--- src/rtl/fetch_stage.sv ---
// Instruction fetch stage: latches the PC, runs a req/ack read on instruction memory and
// presents the fetched word and its address to decode behind a valid/ready handshake.
module fetch_stage #(
  parameter int unsigned ADDR_W      = 16,
  parameter int unsigned DATA_W      = 16,
  parameter int unsigned ACK_TIMEOUT = 64
) (
  input  logic              clk,
  input  logic              rst,
  input  logic [ADDR_W-1:0] pc,
  input  logic              flush,
  output logic              pc_advance,
  output logic              imem_req,
  output logic [ADDR_W-1:0] imem_addr,
  input  logic              imem_ack,
  input  logic [DATA_W-1:0] imem_rdata,
  output logic              ir_valid,
  input  logic              ir_ready,
  output logic [DATA_W-1:0] ir_data,
  output logic [ADDR_W-1:0] ir_pc,
  output logic              fetch_err
);
  localparam int unsigned CNT_W = 8;

  typedef enum logic [2:0] {
    S_IDLE = 3'd0,
    S_REQ  = 3'd1,
    S_HOLD = 3'd2,
    S_DROP = 3'd3,
    S_ERR  = 3'd4
  } state_t;

  state_t            state_q, state_d;
  logic [CNT_W-1:0]  cnt_q, cnt_d;
  logic              imem_req_q, imem_req_d;
  logic [ADDR_W-1:0] imem_addr_q, imem_addr_d;
  logic              ir_valid_q, ir_valid_d;
  logic [DATA_W-1:0] ir_data_q, ir_data_d;
  logic [ADDR_W-1:0] ir_pc_q, ir_pc_d;
  logic              fetch_err_q, fetch_err_d;
  logic              timeout_hit;

  // This no-ack cycle is the ACK_TIMEOUT-th one of the current wait; 0 disables the check.
  assign timeout_hit = (ACK_TIMEOUT != 0) &&
                       (({1'b0, cnt_q} + 9'd1) == 9'(ACK_TIMEOUT));

  always_ff @(posedge clk or posedge rst) begin
    if (rst) begin
      state_q     <= S_IDLE;
      cnt_q       <= '0;
      imem_req_q  <= 1'b0;
      imem_addr_q <= '0;
      ir_valid_q  <= 1'b0;
      ir_data_q   <= '0;
      ir_pc_q     <= '0;
      fetch_err_q <= 1'b0;
    end else begin
      state_q     <= state_d;
      cnt_q       <= cnt_d;
      imem_req_q  <= imem_req_d;
      imem_addr_q <= imem_addr_d;
      ir_valid_q  <= ir_valid_d;
      ir_data_q   <= ir_data_d;
      ir_pc_q     <= ir_pc_d;
      fetch_err_q <= fetch_err_d;
    end
  end

  // Next state and ack-wait counter; an ack arriving on the limit cycle beats the timeout.
  always_comb begin
    state_d = state_q;
    cnt_d   = cnt_q;
    unique case (state_q)
      S_IDLE: begin
        if (!flush) begin
          state_d = S_REQ;
          cnt_d   = '0;
        end
      end
      S_REQ: begin
        if (imem_ack) begin
          state_d = flush ? S_IDLE : S_HOLD;
        end else if (flush) begin
          state_d = S_DROP;
          cnt_d   = '0;
        end else if (timeout_hit) begin
          state_d = S_ERR;
        end else begin
          cnt_d = cnt_q + CNT_W'(1);
        end
      end
      S_HOLD: begin
        if (flush) begin
          state_d = S_IDLE;
        end else if (ir_ready) begin
          state_d = S_REQ;
          cnt_d   = '0;
        end
      end
      S_DROP: begin
        if (imem_ack) begin
          state_d = S_IDLE;
        end else if (timeout_hit) begin
          state_d = S_ERR;
        end else begin
          cnt_d = cnt_q + CNT_W'(1);
        end
      end
      S_ERR:   state_d = S_ERR;
      default: state_d = S_IDLE;
    endcase
  end

  // Registered outputs follow the next state; the address is captured only on entering REQ.
  always_comb begin
    imem_req_d  = (state_d == S_REQ) || (state_d == S_DROP);
    ir_valid_d  = (state_d == S_HOLD);
    fetch_err_d = (state_d == S_ERR);
    imem_addr_d = imem_addr_q;
    ir_data_d   = ir_data_q;
    ir_pc_d     = ir_pc_q;
    pc_advance  = 1'b0;
    if (((state_q == S_IDLE) || (state_q == S_HOLD)) && (state_d == S_REQ)) begin
      imem_addr_d = pc;
    end
    if ((state_q == S_REQ) && imem_ack && !flush) begin
      pc_advance = 1'b1;
      ir_data_d  = imem_rdata;
      ir_pc_d    = imem_addr_q;
    end
  end

  assign imem_req  = imem_req_q;
  assign imem_addr = imem_addr_q;
  assign ir_valid  = ir_valid_q;
  assign ir_data   = ir_data_q;
  assign ir_pc     = ir_pc_q;
  assign fetch_err = fetch_err_q;

endmodule

--- config.mk ---
export PLATFORM = sky130hd
export DESIGN_NAME = fetch_stage
export DESIGN_NICKNAME = d
export VERILOG_FILES = /design/src/rtl/fetch_stage.sv
export SDC_FILE = /design/constraint.sdc
export NUM_CORES = 1
export LEC_CHECK = 0
export CAP_MARGIN = 20
export CORE_MARGIN = 1.5
export CORE_UTILIZATION = 43
export CTS_BUF_LIST = sky130_fd_sc_hd__clkbuf_16
export DETAILED_ROUTE_END_ITERATION = 8
export GPL_TIMING_DRIVEN = 0
export PLACE_DENSITY_LB_ADDON = 0.05
export SLEW_MARGIN = 20
export SYNTH_ARGS = -nofsm -noshare
export SYNTH_HDL_FRONTEND = slang
export SYNTH_SLANG_ARGS = --single-unit
export TNS_END_PERCENT = 20
--- constraint.sdc ---
create_clock -name clk -period 2.8 [get_ports clk]
set_input_delay 0.7 -clock clk [delete_from_list [all_inputs] [get_ports clk]]
set_output_delay 0.7 -clock clk [all_outputs]
set_load 0.05 [all_outputs]
After elaboration in Yosys (flattened, before gate mapping)
Cells that the tools add are included.

word-level totals
  latch bits = 0
  output and inout bits = 52
  memories = 0
  bits in writable memories = 0
  input bits = 37
  ROM bits = 0
  register bits after elaboration = 62
  word-level logic and storage cells = 51

operators by class
  divide/modulo/power cells = 0
  reductions and logical operators = 9
  $lt $le $gt $ge = 0
  shift operators = 0
  add/subtract/negate cells = 2
  multiply operators = 0
  bitwise gates (word level) = 0
  mux-type cells = 18
  equal/unequal tests = 14

operators with widths
  kind                                                              number
  8-bit two-way mux                                                 7
  8-bit one-hot mux with 4 select lines                             1
  3-bit two-way mux                                                 7
  3-bit one-hot mux with 5 select lines                             1
  3-bit by 2-bit == test with 1-bit output (second input constant)  4
  2-bit != test (second input constant)                             5
  8-bit by 1-bit adder with 9-bit output (second input constant)    1
  9-bit by 7-bit == test with 1-bit output (second input constant)  1
  8-bit by 1-bit adder with 8-bit output (second input constant)    1
  3-bit by 1-bit == test with 1-bit output (second input constant)  2
  3-bit == test (second input constant)                             2
  6-bit AND reduction                                               1
  4-bit nonzero test                                                1
  1-bit logical AND                                                 3
  3-bit zero test                                                   1
  1-bit logical OR                                                  2
  2-bit two-way mux                                                 1
  1-bit zero test                                                   1
  1-bit two-way mux                                                 1

Depth between registers and ports, before layout
Gate-level depths: netlist of run 1.

  depth after elaboration = 8
  mapped depth = 6
  gate-level depth less buffers = 6

Worst setup path after synthesis of run 1
No wires, ideal clock.

  path type = input to output
  start point = input flush
  end point = output pc_advance
  arrival time = 1.535 ns
  stages = 2
  required time = 2.100 ns
  path slack = 0.565 ns
  path buffers = 1
  cells stage by stage = nor4_2 buf_2

on the way
  longest elaborated chain between the ends = 3

ends and longest elaborated chain
  what               line  source
  start, declared    11    input logic flush,
  1-bit zero test    126   if ((state_q == S_REQ) && imem_ack && !flush) begin
  1-bit logical AND  126
  1-bit two-way mux  126
  end, declared      12    output logic pc_advance,

Every way passes these cells.

Worst setup path in the final report of run 1
  start point = input imem_ack
  end point = output pc_advance

on the way
  longest elaborated chain between the ends = 3

ends and longest elaborated chain
  what                            line  source
  start, declared                 15    input logic imem_ack,
  1-bit logical AND (2 in a row)  126
  1-bit two-way mux               126

Every way passes these cells.

==> results of run 1 <==
## through the flow
stage                     cells  power (mW)  TNS, ns  cell area (um2)
after floorplan             184       2.973        0             2618
after global placement      347       3.739   -38.20             3592
after detailed placement    348       3.779  -0.9763             3615
after CTS                   364       4.836        0             3914
after global routing        368       5.019        0             3950
final                       368       4.795        0             3950
## cells by family (layout without fill, tap and decap cells)
logic type      Yosys count  count (layout)
flops                    62              62
mux                      50              50
simple gates             33              33
compound gates           26              26
buf+inv                  11             120
fa+ha+maj                 1               1
xor+xnor                  1               1
## cell type report
cell class,instances,area share
multi-input combinational,111,0.2566
timing repair buffer,94,0.2379
clock inverter,6,0.01362
clock buffer,9,0.05702
tap,75,0.02376
inverter,5,0.005385
sequential,62,0.3928
buffer,6,0.01299
## cells in the final DEF, fill, tap and decap left out, drive strengths merged, types with 2 or more instances in the layout
master	synthesis	routed
clkdlybuf4s50	0	87
dfrtp	62	62
mux2	48	48
buf	6	13
clkbuf	0	9
a21oi	8	8
nor2	7	7
nand2	6	6
inv	5	5
nand3	4	4
clkinv	0	4
nand2b	3	3
o211ai	3	3
or3	3	3
mux2i	2	2
a311oi	2	2
a22oi	2	2
o21ai	2	2
a22o	2	2
nor2b	2	2
a211oi	2	2
## worst max path at each step
stage                      end      from  depth (start not counted)
finish              pc_advance  imem_ack                          5
CTS                 pc_advance  imem_ack                          5
floorplan             cnt_q[0]       rst                          1
global placement    pc_advance     flush                          4
global route        pc_advance  imem_ack                          5
detailed placement  pc_advance     flush                          4
## state kept, by name, summed over array words and instances (netlist names)
register and count:
fetch_err 1, state_q 3, cnt_q 8, imem_req 1, imem_addr 16, ir_data 16
ir_valid 1, ir_pc 16
## cells in the mapped netlist, types with 2 or more instances
library cell / count
dfrtp_1: 62
nor2_1: 6
buf_2: 3
a22oi_1: 2
a311oi_1: 2
nand2_1: 5
nand3_1: 4
a21oi_1: 7
nand2b_1: 3
mux2_2: 46
o211ai_1: 3
inv_1: 5
or3_4: 2
a22o_1: 2
buf_6: 2
o21ai_0: 2
mux2i_1: 2
mux2_1: 2
## routing by layer
layer	vias to the layer above	routed length, um	track usage
met1	916	2580	0.2619
met5	-	0	0
met2	74	2481	0.2692
met4	0	85	0.09310
met3	8	395	0.04494
li1	880	-	-
## power groups by stage
stage	Combinational (mW)	Clock, mW	Sequential (mW)
detailed placement	2.32	0	1.46
global placement	2.30	0	1.44
global route	2.43	1.09	1.49
finish	2.33	1.02	1.45
floorplan	0.443	0	2.53
CTS	2.33	1.05	1.45
## worst reg2reg max path, stage by stage, from the launching register on
cell	delay, ns
dfrtp_1	0.43
ha_1	0.28
nand3b_1	0.10
or3_4	0.34
a21boi_4	0.34
nor2_2	0.07
a311oi_1	0.29
## repair_timing
item | 4_1_cts | 5_1_grt
pin swaps | 1 | 1
setup buffers | 1 | 4
setup endpoints to repair | 1 | 1
resized for setup | 9 | 2
hold buffers | 0 | 0
==> reports/qor.yml, run 1 <==
irDropWorstVdd_v: 0.0007993
cp_max_fo: 6
hold_ws_ns: 0.4869
final_hold_viol_count: 0
path_delay_family: "buffers and inverters"
drive_above_1_share: 0.2867
synth-simple-area-share: 0.07887
path_common_cell: "buf_6"
hp-start: "cnt_q[7]"
max-slew-margin-rel: 0.6362
status: "complete, no violations"
wl_per_cell_um: 15.06
synth_top_family_by_area: "multiplexers"
crit_arrival_ns: 2.04
worst_path_max_delay_cell: "clkdlybuf4s50_1"
dieArea_um2: 6564
ios: 89
synth_top_cells_by_area: "dfrtp_1, mux2_2, a21oi_1"
fillers: 445
crit_buf_inv: 3
rsz0062_at_grt: "no"
skew_ns: 0.003670
worst_slew_pin_slew_ns: 0.5441
grt_pass1_wl_um: 9149
r2r_slack_ns: 0.84
wirelength_um: 5542
async_flop_share: 1.000
utilization: 0.6711
p_leak_nw: 1.628
required_ns: 2.10
grt.total_usage: 0.1865
min_path_cells: 1
diodes: 0
clock_sink_count: 62
areaGrowthSynthToFinish_pct: 50.91
p_sw_mw: 2.018
htree_levels: 3
p_comb_frac: 0.485
syn_nets: 222
hold_end: "cnt_q[7]"
syn-cell-area_um2: 2618
gr-total-overflow: 0
place_ws_ns: -0.9763
crit_path_max_incr_delay_ns: 0.52
p_clk_frac: 0.214
end_kind: "primary output"
antenna_found_initial: 0
rows: 28
post_synth_xor_area_fraction: 0.003346
seq_power_share: 0.301
io_buffer_count: 88
regArea_um2: 1551
start_util: 0.4447
place_congestion: 0.7714
drt.antenna.violating_nets: 0
drc: 0
insertion_delay_ns: 0.31
vias: 1878
max_freq_mhz: 364.8
swShare: 0.4210
timing.rr.start: "cnt_q[0]"
cap_viol_max_count: 0
synth.avg_cell_area_um2: 14.23
yosys-mux-area-fraction: 0.2141
firstDrtPassIters: 4
core_um2: 5886
r2r-end: "cnt_q[2]"
grt_max_degree: 40
synth_edf_count: 0
cts_root_buffer: "clkbuf_16"
routed_via_density: 5.103
crit_type: "primary input to primary output"
clk_path_buf_depth: 2
die-width_um: 81.02
first_global_vias: 1867
cts.clk_slew.worst_paths_ns: 0.05
final.min_clock_period_ns: 2.741
synth_fa_ha_area_frac: 0.004780
setup_viol: 0
cts_tree: "done"
path_cells: "clkdlybuf4s50_1, nand2_2, nor4_4, buf_6, buf_6"
critical_path.startpoint_type: "primary input"
multi_input_area_um2: 1013
r2r_cells: 6
synth_seq_area_share: 0.5927
worstHoldPathType: "flip-flop to flip-flop"
synth.largest_area_cell: "dfrtp_1"
drv_slew: 0
die_h_um: 81.02
synth_compound_area_frac: 0.08174
worst_slack_ns: 0.05873
powerDensity_nw_per_um2: 1214
cts_made_buffers: 9
ys.warnings.count: 0
final_nets: 327
min_period_over_period: 0.9790
internal_power_mw: 2.776
synth_cell_types: 42
synth_top_cell_area_share: 0.5927
place_hpwl_um: 3863
ys.flop_type: "dfrtp_1"
drtIter0Drc: 55
synth.ff_latch_count: 62
synthCells: 184
No activity file was read; power rests on OpenSTA's default activity.
==> inputs of run 2 (changes only) <==
--- a/config.mk
+++ b/config.mk
@@ -7,7 +7,7 @@
 export LEC_CHECK = 0
 export CAP_MARGIN = 20
 export CORE_MARGIN = 1.5
-export CORE_UTILIZATION = 43
+export CORE_UTILIZATION = 41
 export CTS_BUF_LIST = sky130_fd_sc_hd__clkbuf_16
 export DETAILED_ROUTE_END_ITERATION = 8
 export GPL_TIMING_DRIVEN = 0
==> constraint.sdc (replaced) <==
create_clock -name clk -period 2.5 [get_ports clk]
set_input_delay 0.625 -clock clk [delete_from_list [all_inputs] [get_ports clk]]
set_output_delay 0.625 -clock clk [all_outputs]
set_load 0.05 [all_outputs]
==> reports/qor.yml, run 2 (synthesized netlist as in run 1, its figures left out) <==
setup_tns_ns: 0  # unchanged
setup_viol: 0  # unchanged
routed_via_density: 5.025  # was 5.103
die-width_um: 82.90  # was 81.02 um
critical_path.startpoint_type: "primary input"  # unchanged
met2_usage: 0.2343  # was 0.2692
crit_type: "primary input to primary output"  # unchanged
rows: 28  # unchanged
fillers: 472  # was 445
final_nets: 325  # was 327
end_kind: "primary output"  # unchanged
grt.total_usage: 0.1689  # was 0.1865
start_util: 0.4344  # was 0.4447
powerDensity_nw_per_um2: 1378  # was 1214 nW/um2
fin_cells: 367  # was 368
grt_use_met3: 0.05567  # was 0.04494
areaGrowthSynthToFinish_pct: 51.77  # was 50.91%
die_h_um: 82.90  # was 81.02 um
min_period_over_period: 0.9381
drt.antenna.violating_nets: 0  # unchanged
grt_pass1_wl_um: 9190  # was 9149 um
place_inst: 348  # unchanged
cts.clk_slew.worst_paths_ns: 0.05  # about the same
p_leak_nw: 1.655  # was 1.628 nW
postPlaceCellArea_um2: 3622  # was 3615 um2
gr-total-overflow: 0  # unchanged
core_um2: 6026  # was 5886 um2
required_ns: 1.88  # was 2.10 ns
design_area_um2: 3973  # was 3950 um2
wirelength_um: 5453  # was 5542 um
cts_root_buffer: "clkbuf_16"  # unchanged
drtIter0Drc: 42  # was 55
first_global_vias: 1836  # was 1867
final.min_clock_period_ns: 2.345
max_freq_mhz: 426.4
grt.busiest_layer: "met1"  # was met2
crit_arrival_ns: 1.72  # was 2.04 ns
cap_viol_max_count: 0  # unchanged
worst_slew_pin_slew_ns: 0.5288  # was 0.5441 ns
regArea_um2: 1551  # unchanged
worstHoldPathType: "flip-flop to flip-flop"  # unchanged
drc: 0  # unchanged
max-slew-margin-rel: 0.6463  # was 0.6362
vias: 1844  # was 1878
place_hpwl_um: 3755  # was 3863 um
drive_above_1_share: 0.2842  # was 0.2867
skew_ns: 0.004720  # was 0.003670 ns
final_hold_viol_count: 0  # unchanged
insertion_delay_ns: 0.32  # was 0.31 ns
total_power_mw: 5.474  # was 4.795 mW
clk_path_buf_depth: 2  # unchanged
drv_slew: 0  # unchanged
antenna_found_initial: 0  # unchanged
htree_levels: 3  # unchanged
status: "complete, no violations"  # unchanged
multi_input_area_um2: 1013  # unchanged
mostFrequentLayoutCells: "clkdlybuf4s50_1, dfrtp_1, mux2_2, clkbuf_16, a21oi_1"  # unchanged
wl_per_cell_um: 14.86  # was 15.06 um
place_congestion: 0.8100  # was 0.7714
final_common_cell: "clkdlybuf4s50_1"  # unchanged
dieArea_um2: 6872  # was 6564 um2
grt_max_degree: 49  # was 40
clock_sink_count: 62  # unchanged
firstDrtPassIters: 4  # unchanged
rsz0062_at_grt: "no"  # unchanged
met1_usage: 0.2411  # was 0.2619
diodes: 0  # unchanged
cts_hold_buffers: 0  # unchanged
cts_tree: "done"  # unchanged
irDropWorstVdd_v: 0.0009061  # was 0.0007993 V
ios: 89  # unchanged
cts_made_buffers: 9  # unchanged
cp_max_fo: 6  # unchanged
io_buffer_count: 88  # unchanged
## run 2: cell types whose count changed in the layout (fill, tap and decap cells not counted), sizes merged
cell	before	now
clkinv	4	3
buf	13	11
clkinvlp	1	0
clkdlybuf4s50	87	86
dlymetal6s2s	0	1
inv	5	7
bufinv	1	2
## run 2: through the flow
| stage | setup slack, ns | hold WS, ns | util |
|---|---|---|---|
| floorplan | 0.3336 | 0.4707 | - |
| global placement | -1.050 | 0.4806 | 0.5961 |
| detailed placement | -1.113 | 0.4942 | 0.6011 |
| CTS | 0.02995 | 0.5003 | 0.6572 |
| global route | 0.06753 | 0.5173 | 0.6593 |
| finish | 0.1548 | 0.4962 | 0.6593 |
## run 2: per-layer routing
layer | share of wire | routed length [um]
met5 | 0 | 0
met3 | 0.063 | 346
met4 | 0.016 | 89
met1 | 0.48 | 2644
met2 | 0.43 | 2372
## run 2: worst paths after layout
check / cells after the start / end / from / slack, ns
max: 4 / pc_advance / flush / 0.15
min: 1 / cnt_q[7] / cnt_q[7] / 0.50
max reg2reg: 6 / state_q[1] / cnt_q[0] / 0.55
min reg2reg: 1 / cnt_q[7] / cnt_q[7] / 0.50
max in group asynchronous: 3 / ir_pc[12] / rst / 1.42
min in group asynchronous: 2 / ir_data[4] / rst / 0.58
## run 2: timing repair
| item | 4_1_cts | 5_1_grt |
|---|---|---|
| setup buffers | 2 | 1 |
| hold endpoints to repair | 0 | 0 |
| setup endpoints to repair | 1 | 1 |
| pin swaps | 1 | 1 |
| gates resized for setup | 10 | 2 |
## run 2: power by group
part           internal (mW)  leakage, nW  switching (mW)
Sequential              1.38        0.753           0.227
Combinational          0.975        0.743            1.62
Clock                  0.857        0.159           0.414
Total                   3.21         1.66            2.26
## run 2: critical path, cell delays in order
cell and delay (ns):
clkdlybuf4s50_1 0.54, nor4_4 0.25, buf_6 0.15, buf_6 0.15
## run 2: layout make-up
class,instances,share of cell area
well taps,75,0.02362
multi-input cells,111,0.2551
repair buffers,92,0.2353
clock inverters,7,0.02047
plain buffers,6,0.01291
clock buffers,9,0.05669
flip-flops and latches,62,0.3906
inverters,5,0.005354
==> inputs of run 3 (changes only) <==
==> config.mk (replaced) <==
export PLATFORM = sky130hd
export DESIGN_NAME = fetch_stage
export DESIGN_NICKNAME = d
export VERILOG_FILES = /design/src/rtl/fetch_stage.sv
export SDC_FILE = /design/constraint.sdc
export NUM_CORES = 1
export LEC_CHECK = 0
export ABC_AREA = 0
export CAP_MARGIN = 20
export CORE_MARGIN = 1.5
export CORE_UTILIZATION = 42
export CTS_BUF_LIST = sky130_fd_sc_hd__clkbuf_4
export DETAILED_ROUTE_END_ITERATION = 8
export GPL_TIMING_DRIVEN = 0
export PLACE_DENSITY_LB_ADDON = 0.05
export SLEW_MARGIN = 20
export SYNTH_ARGS = -nofsm -noshare
export SYNTH_HDL_FRONTEND = slang
export SYNTH_SLANG_ARGS = --single-unit
export TNS_END_PERCENT = 50
==> reports/qor.yml, run 3 (synthesized netlist as in run 1, its figures left out) <==
wirelength_um: 5582  # was 5453 um
wl_per_cell_um: 15.25  # was 14.86 um
final_hold_viol_count: 0  # unchanged
required_ns: 1.88  # about the same
cp_max_fo: 6  # unchanged
drt.antenna.violating_nets: 0  # unchanged
utilization: 0.6313  # was 0.6593
cts_hold_buffers: 0  # unchanged
antenna_found_initial: 0  # unchanged
max_freq_mhz: 422.8  # was 426.4 MHz
p_leak_nw: 1.551  # was 1.655 nW
max-slew-margin-rel: 0.6455  # was 0.6463
vias: 1865  # was 1844
grt_pass1_wl_um: 8783  # was 9190 um
total_power_mw: 4.779  # was 5.474 mW
drive_above_1_share: 0.2887  # was 0.2842
place_ws_ns: -1.147  # was -1.113 ns
crit_buf_inv: 3  # unchanged
clock_sink_count: 62  # unchanged
fin_cells: 366  # was 367
crit_path_max_incr_delay_ns: 0.54  # about the same
final_nets: 324  # was 325
mostFrequentLayoutCells: "clkdlybuf4s50_1, dfrtp_1, mux2_2, clkbuf_4, a21oi_1"  # was clkdlybuf4s50_1, dfrtp_1, mux2_2, clkbuf_16, a21oi_1
htree_levels: 3  # unchanged
firstDrtPassIters: 4  # unchanged
rsz0062_at_grt: "no"  # unchanged
regArea_um2: 1551  # unchanged
gr-total-overflow: 0  # unchanged
cts.clk_slew.worst_paths_ns: 0.10  # was 0.05 ns
grt.total_usage: 0.1768  # was 0.1689
clk_path_buf_depth: 2  # unchanged
path_common_cell: "buf_6"  # unchanged
design_area_um2: 3760  # was 3973 um2
powerDensity_nw_per_um2: 1271  # was 1378 nW/um2
areaGrowthSynthToFinish_pct: 43.64  # was 51.77%
path_delay_family: "buffers and inverters"  # unchanged
start_util: 0.4395  # was 0.4344
cap_viol_max_count: 0  # unchanged
cts_tree: "done"  # unchanged
final.min_clock_period_ns: 2.365  # was 2.345 ns
drtIter0Drc: 58  # was 42
multi_input_area_um2: 1013  # unchanged
crit_arrival_ns: 1.74  # was 1.72 ns
fillers: 516  # was 472
io_buffer_count: 88  # unchanged
min_period_over_period: 0.9461  # was 0.9381
cts_root_buffer: "clkbuf_4"  # was clkbuf_16
worst_path_max_delay_cell: "clkdlybuf4s50_1"  # unchanged
die_h_um: 81.95  # was 82.90 um
insertion_delay_ns: 0.39  # was 0.32 ns
ios: 89  # unchanged
critical_path.startpoint_type: "primary input"  # unchanged
place_inst: 348  # unchanged
routed_via_density: 5.096  # was 5.025
irDropWorstVdd_v: 0.0008821  # was 0.0009061 V
dieArea_um2: 6715  # was 6872 um2
final_common_cell: "clkdlybuf4s50_1"  # unchanged
first_global_vias: 1825  # was 1836
path_cells: "clkdlybuf4s50_1, nor4_4, buf_6, buf_6"  # unchanged
drc: 0  # unchanged
worstHoldPathType: "flip-flop to flip-flop"  # unchanged
cts_made_buffers: 9  # unchanged
grt_max_degree: 42  # was 49
setup_viol: 0  # unchanged
rows: 28  # unchanged
die-width_um: 81.95  # was 82.90 um
crit_type: "primary input to primary output"  # unchanged
diodes: 0  # unchanged
end_kind: "primary output"  # unchanged
worst_slew_pin_slew_ns: 0.5301  # was 0.5288 ns
postPlaceCellArea_um2: 3615  # was 3622 um2
place_hpwl_um: 4030  # was 3755 um
core_um2: 5956  # was 6026 um2
drv_slew: 0  # unchanged
place_congestion: 0.8324  # was 0.8100
status: "complete, no violations"  # unchanged
skew_ns: 0.01215  # was 0.004720 ns
worst_slack_ns: 0.1348  # was 0.1548 ns
run 3: cell count changes in the layout (fill, tap and decap cells not counted), sizes merged:
cell / previous run / this run
bufinv: 2 / 0
clkinv: 3 / 4
clkinvlp: 0 / 1
buf: 11 / 10
inv: 7 / 5
clkbuf: 9 / 11
run 3: routing by layer:
metal / wire length, um / GRT usage / vias to the layer above
li1: - / - / 876
met1: 2583 / 0.2395 / 915
met2: 2531 / 0.2639 / 66
met3: 396 / 0.04333 / 8
met4: 70 / 0.08644 / 0
met5: 0 / 0 / -
run 3: final timing paths:
kind	start	endpoint	slack (ns)	cells past startpoint
worst max-delay path	flush	pc_advance	0.13	4
worst min-delay path	cnt_q[7]	cnt_q[7]	0.50	1
worst max register to register	cnt_q[0]	state_q[1]	0.57	6
worst min register to register	cnt_q[7]	cnt_q[7]	0.50	1
max in group asynchronous	rst	ir_pc[0]	1.46	3
min in group asynchronous	rst	ir_data[2]	0.53	2
run 3: report_power, final:
part           total (mW)  switching, mW  internal (mW)
sequential           1.61          0.234           1.37
combinational        2.60           1.63          0.972
clock               0.572          0.353          0.219
run 3: worst reg2reg max path: stages (launching register included):
cell and delay, ns:
dfrtp_1 0.44, ha_1 0.28, nand2_1 0.11, a211oi_2 0.26
a21boi_4 0.40, a211oi_1 0.14, or2_1 0.22
run 3: cell type report:
| cell class | count | area share |
|---|---|---|
| Buffer | 6 | 0.01364 |
| Clock buffer | 11 | 0.02196 |
| Clock inverter | 5 | 0.006988 |
| Inverter | 5 | 0.005657 |
| Multi-Input combinational cell | 111 | 0.2695 |
| Sequential cell | 62 | 0.4126 |
| Tap cell | 75 | 0.02496 |
| Timing Repair Buffer | 91 | 0.2446 |
run 3: timing repair:
action                     CTS  global route
setup endpoints to repair    1             1
gates resized for setup     10             2
setup buffers                2             0
pin swaps                    1             1
run 3: stage by stage:
step	hold WS [ns]	TNS (ns)
3_5_place_dp	0.4894	-6.178
6_report	0.5015	0
2_1_floorplan	0.4707	0
5_1_grt	0.5263	0
3_3_place_gp	0.4822	-56.50
4_1_cts	0.5037	0
